===== config.mk =====
export PLATFORM = sky130hd
export DESIGN_NAME = aer_receiver_control
export DESIGN_NICKNAME = d
export VERILOG_FILES = /design/src/rtl/aer_receiver_control.sv
export SDC_FILE = /design/constraint.sdc
export NUM_CORES = 1
export LEC_CHECK = 0
export CAP_MARGIN = 10
export CORE_ASPECT_RATIO = 1.5
export CORE_MARGIN = 4
export CORE_UTILIZATION = 53
export DETAILED_ROUTE_END_ITERATION = 7
export PLACE_DENSITY = 0.77
export SLEW_MARGIN = 20
export SYNTH_ARGS = -nofsm -noshare
export SYNTH_HDL_FRONTEND = slang
export SYNTH_SLANG_ARGS = --single-unit

===== constraint.sdc =====
create_clock -name clk -period 2.1 [get_ports clk]
set_input_delay 0.42 -clock clk [delete_from_list [all_inputs] [get_ports clk]]
set_output_delay 0.42 -clock clk [all_outputs]
set_load 0.03 [all_outputs]

===== src/rtl/aer_receiver_control.sv =====
`default_nettype none
// ==========================================================================
// aer_receiver_control : four-phase AER symbol receiver and frame decoder
// (Fs, C, X0, D, Fe). Optional watchdog built when AER_RX_TIMEOUT_EN is set.
// Rev 1.0
// ==========================================================================
module aer_receiver_control (
  input  logic clk,
  input  logic reset,
  input  logic Fs,
  input  logic Zero,
  input  logic One,
  input  logic X0,
  input  logic Fe,
  output logic Fs_d,
  output logic Zero_d,
  output logic One_d,
  output logic X0_d,
  output logic Fe_d,
  output logic Ch1,
  output logic Ch2,
  output logic Up,
  output logic Down,
  output logic ev_valid,
  output logic err
);

  typedef enum logic [2:0] {
    IDLE  = 3'd0,
    W_CH  = 3'd1,
    W_SEP = 3'd2,
    W_DIR = 3'd3,
    W_FE  = 3'd4
  } state_t;

  localparam int c_fs   = 0;
  localparam int c_zero = 1;
  localparam int c_one  = 2;
  localparam int c_x0   = 3;
  localparam int c_fe   = 4;

  logic [4:0] sync1_q, sync1_d, sync2_q, sync2_d;
  state_t     state_q, state_d, ret_q, ret_d;
  logic       ack_q, ack_d, multi_q, multi_d, emit_q, emit_d;
  logic [4:0] ack_line_q, ack_line_d;
  logic [1:0] chan_q, chan_d;   // {ch1, ch2}
  logic [1:0] dir_q, dir_d;     // {up, down}
  logic [3:0] fields_q, fields_d;
  logic       ev_valid_q, ev_valid_d, err_q, err_d;
  logic       w_onehot;
`ifdef AER_RX_TIMEOUT_EN
  logic [7:0] wd_q, wd_d;
  logic       w_change;
`endif

  assign w_onehot = ((sync2_q & (sync2_q - 5'd1)) == 5'd0);

  always_comb begin
    sync1_d    = {Fe, X0, One, Zero, Fs};
    sync2_d    = sync1_q;
    state_d    = state_q;
    ret_d      = ret_q;
    ack_d      = ack_q;
    multi_d    = multi_q;
    emit_d     = emit_q;
    ack_line_d = ack_line_q;
    chan_d     = chan_q;
    dir_d      = dir_q;
    fields_d   = 4'b0000;
    ev_valid_d = 1'b0;
    err_d      = 1'b0;

    if (ack_q) begin
      // Handshake completes once the acknowledged line has returned low.
      if ((sync2_q & ack_line_q) == 5'd0) begin
        ack_line_d = 5'd0;
        ack_d      = 1'b0;
        emit_d     = 1'b0;
        state_d    = ret_q;
        if (emit_q) begin
          ev_valid_d = 1'b1;
          fields_d   = {chan_q, dir_q};
          chan_d     = 2'b00;
          dir_d      = 2'b00;
        end
      end
    end else if (multi_q) begin
      if (sync2_q == 5'd0) begin
        multi_d = 1'b0;
      end
    end else if (sync2_q != 5'd0) begin
      if (!w_onehot) begin
        err_d   = 1'b1;
        multi_d = 1'b1;
      end else begin
        ack_d      = 1'b1;
        ack_line_d = sync2_q;
        emit_d     = 1'b0;
        if (sync2_q[c_fs]) begin
          ret_d = W_CH;
          if (state_q != IDLE) begin
            err_d  = 1'b1;
            chan_d = 2'b00;
            dir_d  = 2'b00;
          end
        end else if (state_q == W_CH && (sync2_q[c_zero] || sync2_q[c_one])) begin
          chan_d = sync2_q[c_one] ? 2'b10 : 2'b01;
          ret_d  = W_SEP;
        end else if (state_q == W_SEP && sync2_q[c_x0]) begin
          ret_d = W_DIR;
        end else if (state_q == W_DIR && (sync2_q[c_zero] || sync2_q[c_one])) begin
          dir_d = sync2_q[c_one] ? 2'b10 : 2'b01;
          ret_d = W_FE;
        end else if (state_q == W_FE && sync2_q[c_fe]) begin
          ret_d  = IDLE;
          emit_d = 1'b1;
        end else begin
          err_d  = 1'b1;
          ret_d  = IDLE;
          chan_d = 2'b00;
          dir_d  = 2'b00;
        end
      end
    end

`ifdef AER_RX_TIMEOUT_EN
    w_change = (state_d != state_q) || (ack_d != ack_q) || (multi_d != multi_q);
    wd_d     = 8'd0;
    if (!w_change && (state_q != IDLE || ack_q)) begin
      // Counter reaches 255 on this edge: abandon the frame.
      if (wd_q == 8'd254) begin
        err_d      = 1'b1;
        ack_line_d = 5'd0;
        ack_d      = 1'b0;
        multi_d    = 1'b0;
        emit_d     = 1'b0;
        chan_d     = 2'b00;
        dir_d      = 2'b00;
        state_d    = IDLE;
        ret_d      = IDLE;
      end else begin
        wd_d = wd_q + 8'd1;
      end
    end
`endif
  end

  always_ff @(posedge clk) begin
    if (reset) begin
      sync1_q    <= 5'd0;
      sync2_q    <= 5'd0;
      state_q    <= IDLE;
      ret_q      <= IDLE;
      ack_q      <= 1'b0;
      multi_q    <= 1'b0;
      emit_q     <= 1'b0;
      ack_line_q <= 5'd0;
      chan_q     <= 2'b00;
      dir_q      <= 2'b00;
      fields_q   <= 4'b0000;
      ev_valid_q <= 1'b0;
      err_q      <= 1'b0;
`ifdef AER_RX_TIMEOUT_EN
      wd_q       <= 8'd0;
`endif
    end else begin
      sync1_q    <= sync1_d;
      sync2_q    <= sync2_d;
      state_q    <= state_d;
      ret_q      <= ret_d;
      ack_q      <= ack_d;
      multi_q    <= multi_d;
      emit_q     <= emit_d;
      ack_line_q <= ack_line_d;
      chan_q     <= chan_d;
      dir_q      <= dir_d;
      fields_q   <= fields_d;
      ev_valid_q <= ev_valid_d;
      err_q      <= err_d;
`ifdef AER_RX_TIMEOUT_EN
      wd_q       <= wd_d;
`endif
    end
  end

  assign Fs_d     = ack_line_q[c_fs];
  assign Zero_d   = ack_line_q[c_zero];
  assign One_d    = ack_line_q[c_one];
  assign X0_d     = ack_line_q[c_x0];
  assign Fe_d     = ack_line_q[c_fe];
  assign Ch1      = fields_q[3];
  assign Ch2      = fields_q[2];
  assign Up       = fields_q[1];
  assign Down     = fields_q[0];
  assign ev_valid = ev_valid_q;
  assign err      = err_q;

endmodule
`default_nettype wire


# Word level (Yosys, flattened, before mapping)
# Cells that the tools add are included.
# totals
register_bits	34
input_bits	7
output_inout_bits	11
wordCells	112
# classes
add_sub_neg	1
n_eq_ne	14
muxes	57
bitwise_logic	7
reduce_logical	20
# op_table
operator	n
2-bit two-way mux	21
1-bit two-way mux	27
5-bit two-way mux	5
9-bit AND reduction	2
4-bit inequality test (second input constant)	4
5-bit zero test	3
3-bit two-way mux	4
5-bit AND	2
4-bit AND reduction	2
4-bit OR reduction	2
3-bit by 2-bit == test with 1-bit output (second input constant)	2
3-bit inequality test (second input constant)	2
1-bit NOT	5
5-bit nonzero test	1
5-bit by 1-bit subtractor with 5-bit output (second input constant)	1
1-bit logical AND	4
2-bit by 1-bit inequality test with 1-bit output (second input constant)	2
2-bit nonzero test	2
3-bit by 1-bit == test with 1-bit output (second input constant)	1
3-bit == test (second input constant)	1
3-bit by 1-bit inequality test with 1-bit output (second input constant)	1
3-bit nonzero test	1
3-bit OR reduction	1
2-bit inequality test (second input constant)	1
other kinds (2)	2

# Longest topological paths before layout
# logic_depth
depth_word	11
ltp_mapped	7
depth_no_buf	5

# Least setup slack after synthesis
# OpenSTA, ideal clock, no wires.
# synth_path
path_kind	register to register
startpoint	reg sync2_q[3]
endpoint	reg emit_q
setup_ns	0.071
arrival_ns	1.839
required_time_ns	2.029
path_slack_ns	0.191
stages_incl_launch_ff	7
path_buffers	1
synth_period_minus_slack_ns	1.909
cell_sequence	dfxtp_1 -> buf_4 -> or4_4 -> o211a_2 -> or2_4 -> or4_1 -> a21oi_1
# synth_via
elab_chain_cells	8
word_cells_on_any_way	18
classes_between	1 x add/sub; 1 x eq/ne; 7 x mux; 2 x bitwise; 7 x reduce/logical
# synth_rtl
item	line	rtl
start, declared	42	logic [4:0] sync1_q, sync1_d, sync2_q, sync2_d;
start signal, assigned	168	sync2_q <= sync2_d;
branches (longest 8 deep; another with 5-bit by 1-bit subtractor with 5-bit output)	-	
end signal, assigned	173	emit_q <= emit_d;
end, declared	44	logic ack_q, ack_d, multi_q, multi_d, emit_q, emit_d;
# Several ways; the timed one is not identified. The select of a mux whose other input is x is not followed.
# A chain may end at the register's enable or synchronous reset.

# Worst setup path in the final report
# layout_path
startpoint	reg sync2_q[2]
endpoint	reg emit_q
# layout_via
elab_chain_cells	10
word_cells_on_any_way	21
classes_between	1 x add/sub; 1 x eq/ne; 8 x mux; 2 x bitwise; 9 x reduce/logical
# layout_rtl
item
branches (longest 10 deep; another with 5-bit by 1-bit subtractor with 5-bit output)
# Several ways; the timed one is not identified. The select of a mux whose other input is x is not followed.

==> out/metrics.cfg <==
[setup_path]
cpPeakStageDelay_ns=0.58
arrival_ns=2.27
cp_cell_sequence=or4_4 -> o211a_2 -> or2_4 -> or4_1 -> a21oi_1
start_kind=flip-flop
crit_type=reg -> reg
endpoint_kind=flip-flop
crit_slowest_cell=or4_4
path_max_fanout=8
cpLargestDelayFamily=simple AND/OR/NAND/NOR gates
critPathBufInv=0
cp.required_ns=2.37

[clock_tree]
clock_latency_ns=0.34
clkTransAtPathRegs_ns=0.10
clkSinkCount=34
cts_buffer_depth=2
hold_buffers=0
cts_buffers=5
h-tree-depth=2
cts_tree=yes
cts_root_buffer=clkbuf_4

[power]
leakagePower_nw=0.641
ir_drop_v=0.000534
power_density_nw_per_um2=711

[detailed_routing]
avgViaCountPerCell=6.09
vias=1315
first_pass_iters=5
drtIter0Drc=76
ant_nets=0
detail_route.drc_violations=0
wl_um=3300
wl_per_cell_um=15.3

[logic_synthesis]
syn_inst=158
synth_async_sr_flop_share_pct=0
yosys-top-cells-area=dfxtp_1, mux2i_1, nor2b_1
syn_area_um2=1420
synth_cell_type_count=36
ys_top_cells_by_count=dfxtp_1, nand2_1, nor2_1, nor2b_1, clkbuf_1
synth_top_area_share_pct=48.0
post_synth.cell_area_avg_um2=8.97
syn_nets=165
yosysMostFrequentCell=dfxtp_1
synth_edf_count=0
ys_ff_latch=34
ys_warn_count=0
synth_ff_type=dfxtp_1
synth_top_area_cell=dfxtp_1
ys_seq_area_share_pct=48.0

[sta]
whs_ns=0.450
slew_viol_final=0
fmax_mhz=502
finClkSkew_ns=0.00840
final.period_utilization_pct=94.8
final_hold_viol_count=0
setup_viol=0
tightest_slew_ns=0.506
rsz0062_at_grt=false
tns_ns=0
min_period_ns=1.99
maxSlewHeadroom_pct=65.8
fin_ws_ns=0.109

[floorplan]
io_pins=18
rows=22
die_w_um=50.2
initial_core_util_pct=56.6
die-area_um2=3580
design.core.area_um2=2500
fp.dieH_um=71.3

[worst_hold_path]
hp-class=reg -> reg

[place]
pre_cts_slack_ns=0.0856
portBuffers=17
dpl.hpwl_um=2410
dp.cells=208
place_congestion=0.970

[run]
drv_cap=0

[grt]
grt_pass1_wl_um=5590
overflow=0
grtUsageMet2_pct=35.2
grt_antenna_before_repair=0
grt_max_degree=14
grt_usage_pct=20.8
use_met1_pct=21.0
grt_pass1_vias=1259
met3_usage_pct=5.82
grt.busiest_layer=met2

[status]
outcome=complete, no violations

[finish]
instances_no_fill=216
nets=186
insertedDiodeCount=0
final_util_pct=68.5
areaGrowthSynthToFinish_pct=21.0
drive_above_1_share_pct=11.7

flip-flops by register name, indices dropped and copies added (netlist names):
signal,count
err,1
emit_q,1
sync1_q,5
chan_q,2
multi_q,1
sync2_q,5
dir_q,2
ack_q,1
ev_valid,1
ack_line_q,5
ret_q,3
fields_q,4
state_q,3
kinds of logic after synthesis:
kind of cell	synth area share, %
AOI/OAI and AO/OA	16.9
adders and majority gates	0.706
buffers and inverters	5.38
DFF	48.0
muxes	5.74
and+or+nand+nor	23.2
metal layers:
metal / wire, um / vias up
met1: 1190 / 601
met2: 1700 / 80
li1: - / 613
met4: 142 / 0
met5: 0 / -
met3: 268 / 21
power by group:
group / switching, W / internal (W)
registers: 0.0000183 / 0.000664
clock network: 0.000202 / 0.000162
logic: 0.0000969 / 0.0000774
total: 0.000317 / 0.000903
worst paths after layout:
| check | from | to | slack [ns] | cells past startpoint |
|---|---|---|---|---|
| worst max register to register | sync2_q[2]$_SDFF_PP0_ | emit_q$_SDFFE_PP0P_ | 0.11 | 5 |
| worst min register to register | sync1_q[3]$_SDFF_PP0_ | sync2_q[3]$_SDFF_PP0_ | 0.45 | 1 |
| worst min-delay path | sync1_q[3]$_SDFF_PP0_ | sync2_q[3]$_SDFF_PP0_ | 0.45 | 1 |
| worst max-delay path | sync2_q[2]$_SDFF_PP0_ | emit_q$_SDFFE_PP0P_ | 0.11 | 5 |
layout make-up:
cell class | instances | area [um^2]
multi-input cells | 105 | 666
well taps | 36 | 45.0
clock buffers | 7 | 55.1
repair buffers | 26 | 238
inverters | 7 | 26.3
flip-flops and latches | 34 | 681
fillers | 197 | 790
clock inverters | 1 | 5.00
what timing repair did:
item | in CTS | in global routing
buffers inserted | 0 | 0
setup endpoints to repair | 0 | 8
resized for setup | 0 | 3
layout by cell type (no fill, tap or decap), drive strengths merged, types with 4 or more instances in the layout:
master	n
clkbuf	7
clkdlybuf4s50	17
nand2	15
nand3	7
nor2b	11
and2	4
a21oi	8
nor2	11
o41ai	4
inv	7
mux2i	7
dfxtp	34
buf	9
per-stage QoR:
stage / total power, W / instance area [um^2]
after floorplan: 0.000805 / 1420
after global placement: 0.000860 / 1650
after detailed placement: 0.000866 / 1650
after CTS: 0.00123 / 1710
after global routing: 0.00128 / 1720
final: 0.00122 / 1720
(Power assumes the default switching activity.)
